===== src/rtl/multi_cycle_adder.sv =====
// multi_cycle_adder: WIDTH-bit adder evaluated CHUNK bits per clock with a
// registered ripple carry between chunks. Start/busy/done handshake; s, cout
// and ovf hold their values from the done cycle until the next accepted start.
// Optional build macro: ADDER_SUB_EN adds a `sub` input for a - b operation.
//
// state  | meaning
// -------+------------------------------------------------------------
// S_IDLE | waiting for start, previous result held
// S_RUN  | adding one CHUNK-bit slice per clock, low slice first
// S_DONE | one cycle, done pulse high, start accepted back-to-back
`timescale 1ns/1ps

module multi_cycle_adder #(
    parameter int WIDTH = 16,
    parameter int CHUNK = 4
) (
    input  logic             clk,
    input  logic             rst_n,
    input  logic             start,
`ifdef ADDER_SUB_EN
    input  logic             sub,
`endif
    input  logic [WIDTH-1:0] a,
    input  logic [WIDTH-1:0] b,
    input  logic             cin,
    output logic             busy,
    output logic             done,
    output logic [WIDTH-1:0] s,
    output logic             cout,
    output logic             ovf
);

    localparam int N     = WIDTH / CHUNK;
    localparam int IDX_W = (N > 1) ? $clog2(N) : 1;
    localparam logic [IDX_W-1:0] LAST_IDX = IDX_W'(N - 1);

    typedef enum logic [1:0] {
        S_IDLE = 2'd0,
        S_RUN  = 2'd1,
        S_DONE = 2'd2
    } state_t;

    state_t           state;
    logic [WIDTH-1:0] op_a;
    logic [WIDTH-1:0] op_b;
    logic             carry;
    logic [IDX_W-1:0] idx;

    logic [WIDTH-1:0] b_eff;
    logic             c_init;
    logic [CHUNK:0]   chunk_sum;
    logic             ovf_next;

    // Operand conditioning at the start boundary: subtract is a + ~b + 1.
    always_comb begin
        b_eff  = b;
        c_init = cin;
`ifdef ADDER_SUB_EN
        if (sub) begin
            b_eff  = ~b;
            c_init = 1'b1;
        end
`endif
    end

    // One CHUNK-bit slice of the ripple add; the top slice also yields overflow.
    always_comb begin
        chunk_sum = {1'b0, op_a[int'(idx)*CHUNK +: CHUNK]}
                  + {1'b0, op_b[int'(idx)*CHUNK +: CHUNK]}
                  + {{CHUNK{1'b0}}, carry};
        // Only meaningful on the last slice, where bit CHUNK-1 is s[WIDTH-1].
        ovf_next = (op_a[WIDTH-1] == op_b[WIDTH-1]) &&
                   (chunk_sum[CHUNK-1] != op_a[WIDTH-1]);
    end

    // Control FSM and datapath registers; all outputs are registered here.
    always_ff @(posedge clk) begin
        if (!rst_n) begin
            state <= S_IDLE;
            op_a  <= '0;
            op_b  <= '0;
            carry <= 1'b0;
            idx   <= '0;
            s     <= '0;
            cout  <= 1'b0;
            ovf   <= 1'b0;
            busy  <= 1'b0;
            done  <= 1'b0;
        end else begin
            done <= 1'b0;
            case (state)
                S_IDLE, S_DONE: begin
                    if (start) begin
                        op_a  <= a;
                        op_b  <= b_eff;
                        carry <= c_init;
                        idx   <= '0;
                        s     <= '0;
                        busy  <= 1'b1;
                        state <= S_RUN;
                    end else begin
                        state <= S_IDLE;
                    end
                end
                S_RUN: begin
                    s[int'(idx)*CHUNK +: CHUNK] <= chunk_sum[CHUNK-1:0];
                    carry <= chunk_sum[CHUNK];
                    if (idx == LAST_IDX) begin
                        cout  <= chunk_sum[CHUNK];
                        ovf   <= ovf_next;
                        busy  <= 1'b0;
                        done  <= 1'b1;
                        state <= S_DONE;
                    end else begin
                        idx <= idx + 1'b1;
                    end
                end
                default: begin
                    busy  <= 1'b0;
                    state <= S_IDLE;
                end
            endcase
        end
    end

endmodule

===== config.mk =====
export PLATFORM = sky130hd
export DESIGN_NAME = multi_cycle_adder
export DESIGN_NICKNAME = d
export VERILOG_FILES = /design/src/rtl/multi_cycle_adder.sv
export SDC_FILE = /design/constraint.sdc
export NUM_CORES = 1
export LEC_CHECK = 0
export CAP_MARGIN = 20
export CORE_MARGIN = 1.5
export CORE_UTILIZATION = 54
export DETAILED_ROUTE_END_ITERATION = 12
export PLACE_DENSITY = 0.8
export SETUP_SLACK_MARGIN = 0.02
export SLEW_MARGIN = 40
export SYNTH_ARGS = -nofsm -noshare
export SYNTH_HDL_FRONTEND = slang
export SYNTH_SLANG_ARGS = --single-unit

===== constraint.sdc =====
create_clock -name clk -period 7.1 [get_ports clk]
set_input_delay 1.42 -clock clk [delete_from_list [all_inputs] [get_ports clk]]
set_output_delay 1.42 -clock clk [all_outputs]
set_load 0.02 [all_outputs]

# --- After elaboration in Yosys (flattened, before gate mapping) ---
# Index checks and enable logic that the tools add are counted.
word_totals:
  regBits: 57
  input_bits: 36
  out_inout_bits: 20
  word_cells: 51
classes:
  addsub: 4
  n_eq_ne: 8
  shifts: 4
  n_mux: 15
  n_reduce_logical: 10
op_table:
  columns: ["operator", "count"]
  rows:
  - ["negator 4 -> 33 bit", 1]
  - ["variable shift 4 x 33 -> 16 bit (first input constant)", 1]
  - ["indexed part select 4 x 33 -> 16 bit", 1]
  - ["case mux 16 bit (2 select lines)", 1]
  - ["indexed part select 16 x 5 -> 4 bit", 2]
  - ["bitwise mux 16 bit", 1]
  - ["two-way mux 16 bit", 1]
  - ["AND reduction 2 bit", 5]
  - ["case mux 2 bit (2 select lines)", 2]
  - ["two-way mux 2 bit", 3]
  - ["!= test 2 bit (second input constant)", 3]
  - ["adder 4 x 4 -> 5 bit", 1]
  - ["adder 5 x 1 -> 5 bit", 1]
  - ["two-way mux 1 bit", 5]
  - ["equality test 2 bit (second input constant)", 2]
  - ["case mux 1 bit (2 select lines)", 2]
  - ["AND reduction 3 bit", 1]
  - ["adder 2 x 1 -> 2 bit (second input constant)", 1]
  - ["equality test 2 x 1 -> 1 bit (second input constant)", 1]
  - ["logical NOT 2 bit", 1]
  - ["nonzero test 2 bit", 1]
  - ["OR reduction 2 bit", 1]
  - ["equality test 1 bit", 1]
  - ["logical AND 1 bit", 1]
  - ["!= test 1 bit", 1]

# --- Logic depth before layout (Yosys ltp) ---
# Gate-level depths: netlist of run 1.
logic_depth:
  depth_word: 6
  depth_mapped: 8

# --- Worst setup path after synthesis of run 1 ---
# Ideal clock, no wire load.
synth_path:
  kind: "reg-to-reg"
  from: "register idx[0]"
  to: "register carry"
  t_arrival_ns: 2.635
  path_slack_ns: 4.350
  path_stages_with_launch: 9
  synth_period_minus_slack_ns: 2.750
  path_cell_list: "dfxtp_1 > buf_2 > mux4_2 > fa_1 > fa_1 > a21o_1 > a21oi_1 > o211ai_1 > and2_1"
synth_between:
  elab_chain_len: 4
  elab_cells_between_ends: 5
synth_lines:
  columns: ["element", "line", "rtl"]
  rows:
  - ["start, declared", "47", "logic [IDX_W-1:0] idx;"]
  - ["start signal, assigned", "115", "idx <= idx + 1'b1;"]
  - ["indexed part select 16 x 5 -> 4 bit, on equally long branches", "68, 69", null]
  - ["adder 4 x 4 -> 5 bit *", "69", "+ {1'b0, op_b[int'(idx)*CHUNK +: CHUNK]}"]
  - ["adder 5 x 1 -> 5 bit *", "70", "+ {{CHUNK{1'b0}}, carry};"]
  - ["case mux 1 bit (2 select lines) *", "91", "case (state)"]
  - ["end signal, assigned", "96", "carry <= c_init;"]
  - ["end signal, assigned", "107", "carry <= chunk_sum[CHUNK];"]
  - ["end, declared", "46", "logic carry;"]
# Mark *: on every way between the ends. The rest lies on a longest branch, timed or not.
# A chain may end at the register's enable or synchronous reset.

# --- Final worst setup path of run 1 ---
layout_path:
  from: "register idx[0]"
  to: "register s[10]"
layout_between:
  elab_chain_len: 6
  elab_cells_between_ends: 9
layout_lines:
  columns: ["element", "line", "rtl"]
  rows:
  - ["indexed part select 16 x 5 -> 4 bit, on equally long branches", "68, 69", null]
  - ["adder 4 x 4 -> 5 bit", "69", null]
  - ["adder 5 x 1 -> 5 bit", "70", null]
  - ["indexed part select 4 x 33 -> 16 bit", "106", "s[int'(idx)*CHUNK +: CHUNK] <= chunk_sum[CHUNK-1:0];"]
  - ["bitwise mux 16 bit *", "106", null]
  - ["case mux 16 bit (2 select lines) *", "91", null]
  - ["end signal, assigned by index", "106", null]
  - ["end, declared", "28", "output logic [WIDTH-1:0] s,"]
# Marked as above.

==> results of run 1 <==
==> worst paths after layout <==
check | start | endpoint | slack (ns)
worst max register to register | idx[0]$_SDFFE_PN0P_ | s[10]$_SDFFE_PN0P_ | 4.20
worst min register to register | op_a[9]$_SDFFE_PN0P_ | op_a[9]$_SDFFE_PN0P_ | 0.45
worst max-delay path | idx[0]$_SDFFE_PN0P_ | s[10]$_SDFFE_PN0P_ | 4.20
worst min-delay path | op_a[9]$_SDFFE_PN0P_ | op_a[9]$_SDFFE_PN0P_ | 0.45
==> worst max-delay path: cells and delay by family, from the launching register on <==
| family | cells | cell delay [ns] |
|---|---|---|
| compound gates | 1 | 0.17 |
| xor+xnor | 1 | 0.47 |
| fa+ha+maj | 2 | 0.87 |
| flops | 1 | 0.62 |
| mux | 1 | 0.59 |
| simple gates | 1 | 0.12 |
==> layer usage <==
metal  track usage, %  vias to the layer above  wire length [um]
met5                0                        -                 0
met1             30.2                      974              2470
met2             39.5                       62              2790
met3             4.22                        8               225
li1                 -                     1038                 -
met4             12.4                        0               105
==> stage by stage <==
stage,setup slack (ns),std cells,total power [mW]
after floorplan,4.35,270,0.410
after global placement,3.70,363,0.449
after detailed placement,3.60,363,0.451
after CTS,3.95,379,0.713
after global routing,4.03,379,0.740
final,4.20,379,0.710
==> cell type report <==
cell class	count	area (sq um)	share of cell area (%)
multi-input combinational	194	1350	40.7
sequential	57	1140	34.5
timing repair buffer	58	573	17.3
clock buffer	13	159	4.80
tap	52	65.1	1.97
clock inverter	3	15.0	0.454
inverter	2	7.51	0.227
==> power by group <==
group / switching [mW] / total [mW] / internal [mW] / leakage [nW]
Combinational: 0.0482 / 0.0990 / 0.0508 / 0.678
Clock: 0.121 / 0.265 / 0.144 / 0.0932
Sequential: 0.0118 / 0.346 / 0.334 / 0.466
==> cell usage after synthesis, drive strengths merged <==
cell type  count  area, sq um
nand2         72          270
dfxtp         57         1140
a21boi        38          285
nor2b         16          100
a22oi         12         90.1
clkbuf        12         45.0
mux4           8          180
ha             7         87.6
a21oi          6         30.0
buf            5         23.8
or3b           4         35.0
and2           3         18.8
and3b          3         27.5
fa             2         40.0
inv            2         7.51
nand2b         2         15.0
nand3          2         10.0
nor2           2         7.51
o211ai         2         15.0
o21ai          2         10.0
a21o           1         7.51
a31oi          1         6.26
and2b          1         8.76
and3           1         6.26
and4bb         1         12.5
mux2i          1         10.0
nor3b          1         7.51
nor4           1         12.5
nor4b          1         15.0
o211a          1         10.0
or3            1         6.26
or4            1         7.51
xor2           1         8.76
==> flip-flops by register name, indices dropped and copies added, names as in the netlist <==
signal	flops
busy	1
state	2
carry	1
ovf	1
done	1
op_b	16
cout	1
idx	2
op_a	16
s	16
==> cells by family (layout without fill, tap and decap cells) <==
logic type | count (synthesis) | in the layout | synth area share, %
muxes | 9 | 9 | 7.43
adders and majority gates | 9 | 9 | 4.99
xor gates and xnor gates | 1 | 1 | 0.342
and+or+nand+nor | 112 | 112 | 21.9
buffers and inverters | 19 | 76 | 2.98
AOI/OAI and AO/OA | 63 | 63 | 17.8
DFF | 57 | 57 | 44.6
==> results.toml, run 1 <==
[outcome]
status = "finished with violations"
violations = "design-rule violations"

[critical_path]
slowest_delay_ns = 0.62
crit_type = "flip-flop to flip-flop"
cp-start-kind = "flip-flop"
crit_fanout = 15
arrival_ns = 3.17
worst_path_max_delay_cell = "dfxtp_2"
worstPathRequired_ns = 7.37
crit_chain = "mux4_2 -> fa_1 -> fa_1 -> xor2_1 -> a22oi_1 -> nor2b_1"
reg2regPathDepth = 6
cpMostUsedCell = "fa_1"
cp-end-kind = "flip-flop"

[clock_network]
cts_made_buffers = 9
cts_buffer_depth = 2
postCtsSetupRepairBufs = 0
cts_resized = 0
clk_latency_ns = 0.34
clk_pin_slew_worst_paths_ns = 0.06
root_buffer = "clkbuf_8"
h-tree-depth = 3
cts_hold_buf = 0
cts_tree = "built"
cts.sinks = 57

[power_and_ir_drop]
p_leak_nw = 1.24
vdd_drop_max_uv = 143
cellPowerDensity_nw_per_um2 = 215

[yosys]
netlist_instances = 270
ys_types = 37
ys_seq_elements = 57
syn_avg_cell_area_sq_um = 9.48
ys_seq_area_share_pct = 44.6
yosysWarnings = 0
syn_nets = 315
syn_area_sq_um = 2560

[sta]
slew_headroom_pct = 62.9
rsz0062_at_grt = "no"
hold_viol = 0
slew_violations = 0
setup-tns-final_ns = 0
fmax_mhz = 345
whs_ns = 0.453
setup-violations-final = 0
worst_pin_slew_ns = 0.555
post-route-min-period_ns = 2.90
skew_ns = 0.00855
post-route-period-util_pct = 40.9

[layout]
layout_common_cells = "nand2_1, dfxtp_1, clkdlybuf4s50_1, a21boi_0, a21boi_1"
fin_util_pct = 74.5
nFillCells = 344
nets = 367
stdcell_area_sq_um = 3310
syn2layout_area_growth_pct = 29.4
drive_gt1_share_pct = 9.79
n_antenna_cell = 0
final_common_cell = "nand2_1"

[placed_design]
globalplace.congestion = 0.808
port-buffer-count = 55
dp_hpwl_um = 3780
placed_area_sq_um = 3130

[global_routing]
grt_max_degree = 58
grt_pass1_wl_um = 9400
antenna_found_initial = 0
globalRouteOverflowTotal = 0
track_usage_pct = 24.0
first_global_vias = 2004

[die]
core_sq_um = 4440
die_w_um = 71.8
start_util_pct = 57.6
die_y_um = 71.8
rows = 24
ioPinCount = 56
die_area_sq_um = 5160

[detailed_routing]
drtPass1Iterations = 10
wl_um = 5590
dr_total_vias = 2082
drcViolationCount = 5
avgViaCountPerCell = 5.49
ant_nets = 0
wire_per_inst_um = 14.8
drt-initial-drc-count = 168

[job]
drv_cap = 0

[min_path]
whs_path_depth = 2
min_path_type = "flip-flop to flip-flop"
(Power assumes the default switching activity.)
==> run 2, diff against run 1 <==
--- a/config.mk
+++ b/config.mk
@@ -7,9 +7,9 @@
 export LEC_CHECK = 0
 export CAP_MARGIN = 20
 export CORE_MARGIN = 1.5
-export CORE_UTILIZATION = 54
+export CORE_UTILIZATION = 45
 export DETAILED_ROUTE_END_ITERATION = 12
-export PLACE_DENSITY = 0.8
+export PLACE_DENSITY = 0.71
 export SETUP_SLACK_MARGIN = 0.02
 export SLEW_MARGIN = 40
 export SYNTH_ARGS = -nofsm -noshare
==> constraint.sdc (replaced) <==
create_clock -name clk -period 2.5 [get_ports clk]
set_input_delay 0.5 -clock clk [delete_from_list [all_inputs] [get_ports clk]]
set_output_delay 0.5 -clock clk [all_outputs]
set_load 0.02 [all_outputs]
==> results.toml, run 2 (same netlist as run 1, synthesis figures left out) <==
[sta]
worst_pin_slew_ns = 0.535
post-route-period-util_pct = 95.2
hold_viol = 0
slew_violations = 0
setup-violations-final = 0
post-route-min-period_ns = 2.38
rsz0062_at_grt = "no"
skew_ns = 0.00415
slew_headroom_pct = 64.3
setup-tns-final_ns = 0
whs_ns = 0.452
final.setup.worst_slack_ns = 0.121
fmax_mhz = 420

[critical_path]
cp-start-kind = "flip-flop"
crit_fanout = 6
timing.rr.end = "carry$_SDFFE_PN0P_"
crit_type = "flip-flop to flip-flop"
worstPathRequired_ns = 2.73
cp-end-kind = "flip-flop"
cpMostUsedCell = "fa_2"
crit_chain = "mux4_2 -> fa_2 -> fa_2 -> a21o_1 -> a21oi_1 -> o211ai_1 -> and2_1"
reg2reg_slack_ns = 0.12
arrival_ns = 2.61
slowest_delay_ns = 0.52
worst_path_max_delay_cell = "mux4_2"
rr_startpoint = "idx[0]$_SDFFE_PN0P_"
reg2regPathDepth = 7

[clock_network]
h-tree-depth = 3
root_buffer = "clkbuf_8"
cts_buffer_depth = 2
clk_latency_ns = 0.34
cts_made_buffers = 9
cts_tree = "built"
cts.sinks = 57
clk_pin_slew_worst_paths_ns = 0.06

[detailed_routing]
wire_per_inst_um = 13.5
drtPass1Iterations = 4
drcViolationCount = 0
drt-initial-drc-count = 74
dr_total_vias = 2089
ant_nets = 0
wl_um = 5470
avgViaCountPerCell = 5.16

[layout]
top_regs = "op_a: 16 flops, op_b: 16 flops, s: 16 flops"
layout_common_cells = "nand2_1, dfxtp_1, clkdlybuf4s50_1, a21boi_0, a21boi_1"
syn2layout_area_growth_pct = 33.6
stdcell_count = 405
final_common_cell = "nand2_1"
nets = 374
n_antenna_cell = 0
fin_util_pct = 62.1
drive_gt1_share_pct = 13.8

[die]
die_area_sq_um = 6150
core_sq_um = 5510
ioPinCount = 56
die_y_um = 78.4
die_w_um = 78.4
start_util_pct = 46.5
rows = 27

[global_routing]
antenna_found_initial = 0
first_global_vias = 2076
globalRouteOverflowTotal = 0
grt_pass1_wl_um = 9360
grt_max_degree = 58
track_usage_pct = 19.9

[placed_design]
dp_hpwl_um = 3990
place_inst = 388
port-buffer-count = 55
globalplace.congestion = 0.830
dpl_worst_slack_ns = 0.00534

[min_path]
whs_path_depth = 2
hold_start = "s[11]$_SDFFE_PN0P_"
min_path_type = "flip-flop to flip-flop"
worstHoldEndpoint = "s[11]$_SDFFE_PN0P_"

[power_and_ir_drop]
cellPowerDensity_nw_per_um2 = 600
vdd_drop_max_uv = 352
p_leak_nw = 1.27

[outcome]
status = "finished clean"

[job]
drv_cap = 0
run 2: changes by cell type in the layout (fill, tap and decap cells not counted), moves of 2 or more:
cell / previous run / this run
buf_4: 3 / 10
clkbuf_1: 2 / 0
fa_1: 2 / 0
fa_2: 0 / 2
run 2: how the worst max path moves through the flow:
stage / from / end / slack (ns) / depth (start not counted)
after global routing: idx[0]$_SDFFE_PN0P_ / ovf$_SDFFE_PN0P_ / 0.02 / 7
after floorplan: idx[0]$_SDFFE_PN0P_ / carry$_SDFFE_PN0P_ / 0.03 / 8
after CTS: idx[0]$_SDFFE_PN0P_ / carry$_SDFFE_PN0P_ / 0.06 / 7
after global placement: idx[0]$_SDFFE_PN0P_ / carry$_SDFFE_PN0P_ / 0.08 / 7
final: idx[0]$_SDFFE_PN0P_ / carry$_SDFFE_PN0P_ / 0.12 / 7
after detailed placement: idx[0]$_SDFFE_PN0P_ / ovf$_SDFFE_PN0P_ / 0.005 / 7
run 2: through the flow:
step | total power, mW | instance area [sq um]
6_report | 2.05 | 3420
4_1_cts | 2.07 | 3410
2_1_floorplan | 1.17 | 2570
3_3_place_gp | 1.28 | 3200
3_5_place_dp | 1.29 | 3200
5_1_grt | 2.14 | 3420
run 2: layout make-up:
type	instances	area (sq um)
Sequential cell	57	1140
Fill cell	496	2090
Timing Repair Buffer	65	626
Inverter	2	7.51
Tap cell	72	90.1
Clock buffer	12	165
Multi-Input combinational cell	194	1370
Clock inverter	3	15.0
run 2: metal layers:
layer / up-vias / GRT usage, % / wire (um) / share of wire [%]
met5: - / 0 / 0 / 0
met4: 0 / 11.4 / 141 / 2.6
met3: 15 / 4.19 / 244 / 4.5
met2: 61 / 33.3 / 2610 / 48
met1: 969 / 23.7 / 2480 / 45
li1: 1044 / - / - / -
run 2: worst max-delay path, delay by kind of cell (launching register included):
kind            cells  cell delay [ns]
compound gates      3             0.44
fa+ha+maj           2             0.76
flops               1             0.39
mux                 1             0.52
simple gates        1             0.16
run 2: report_power, final:
group	leakage (nW)	internal [mW]	switching (mW)
registers	0.466	0.949	0.0270
logic	0.705	0.161	0.142
clock network	0.0980	0.429	0.343
run 2: what timing repair did:
| item | CTS | global route |
|---|---|---|
| endpoints found under the setup margin | 2 | 5 |
| gates resized for setup | 1 | 4 |
| hold buffers | 0 | 0 |
| buffers inserted | 2 | 0 |
| pin swaps | 0 | 2 |
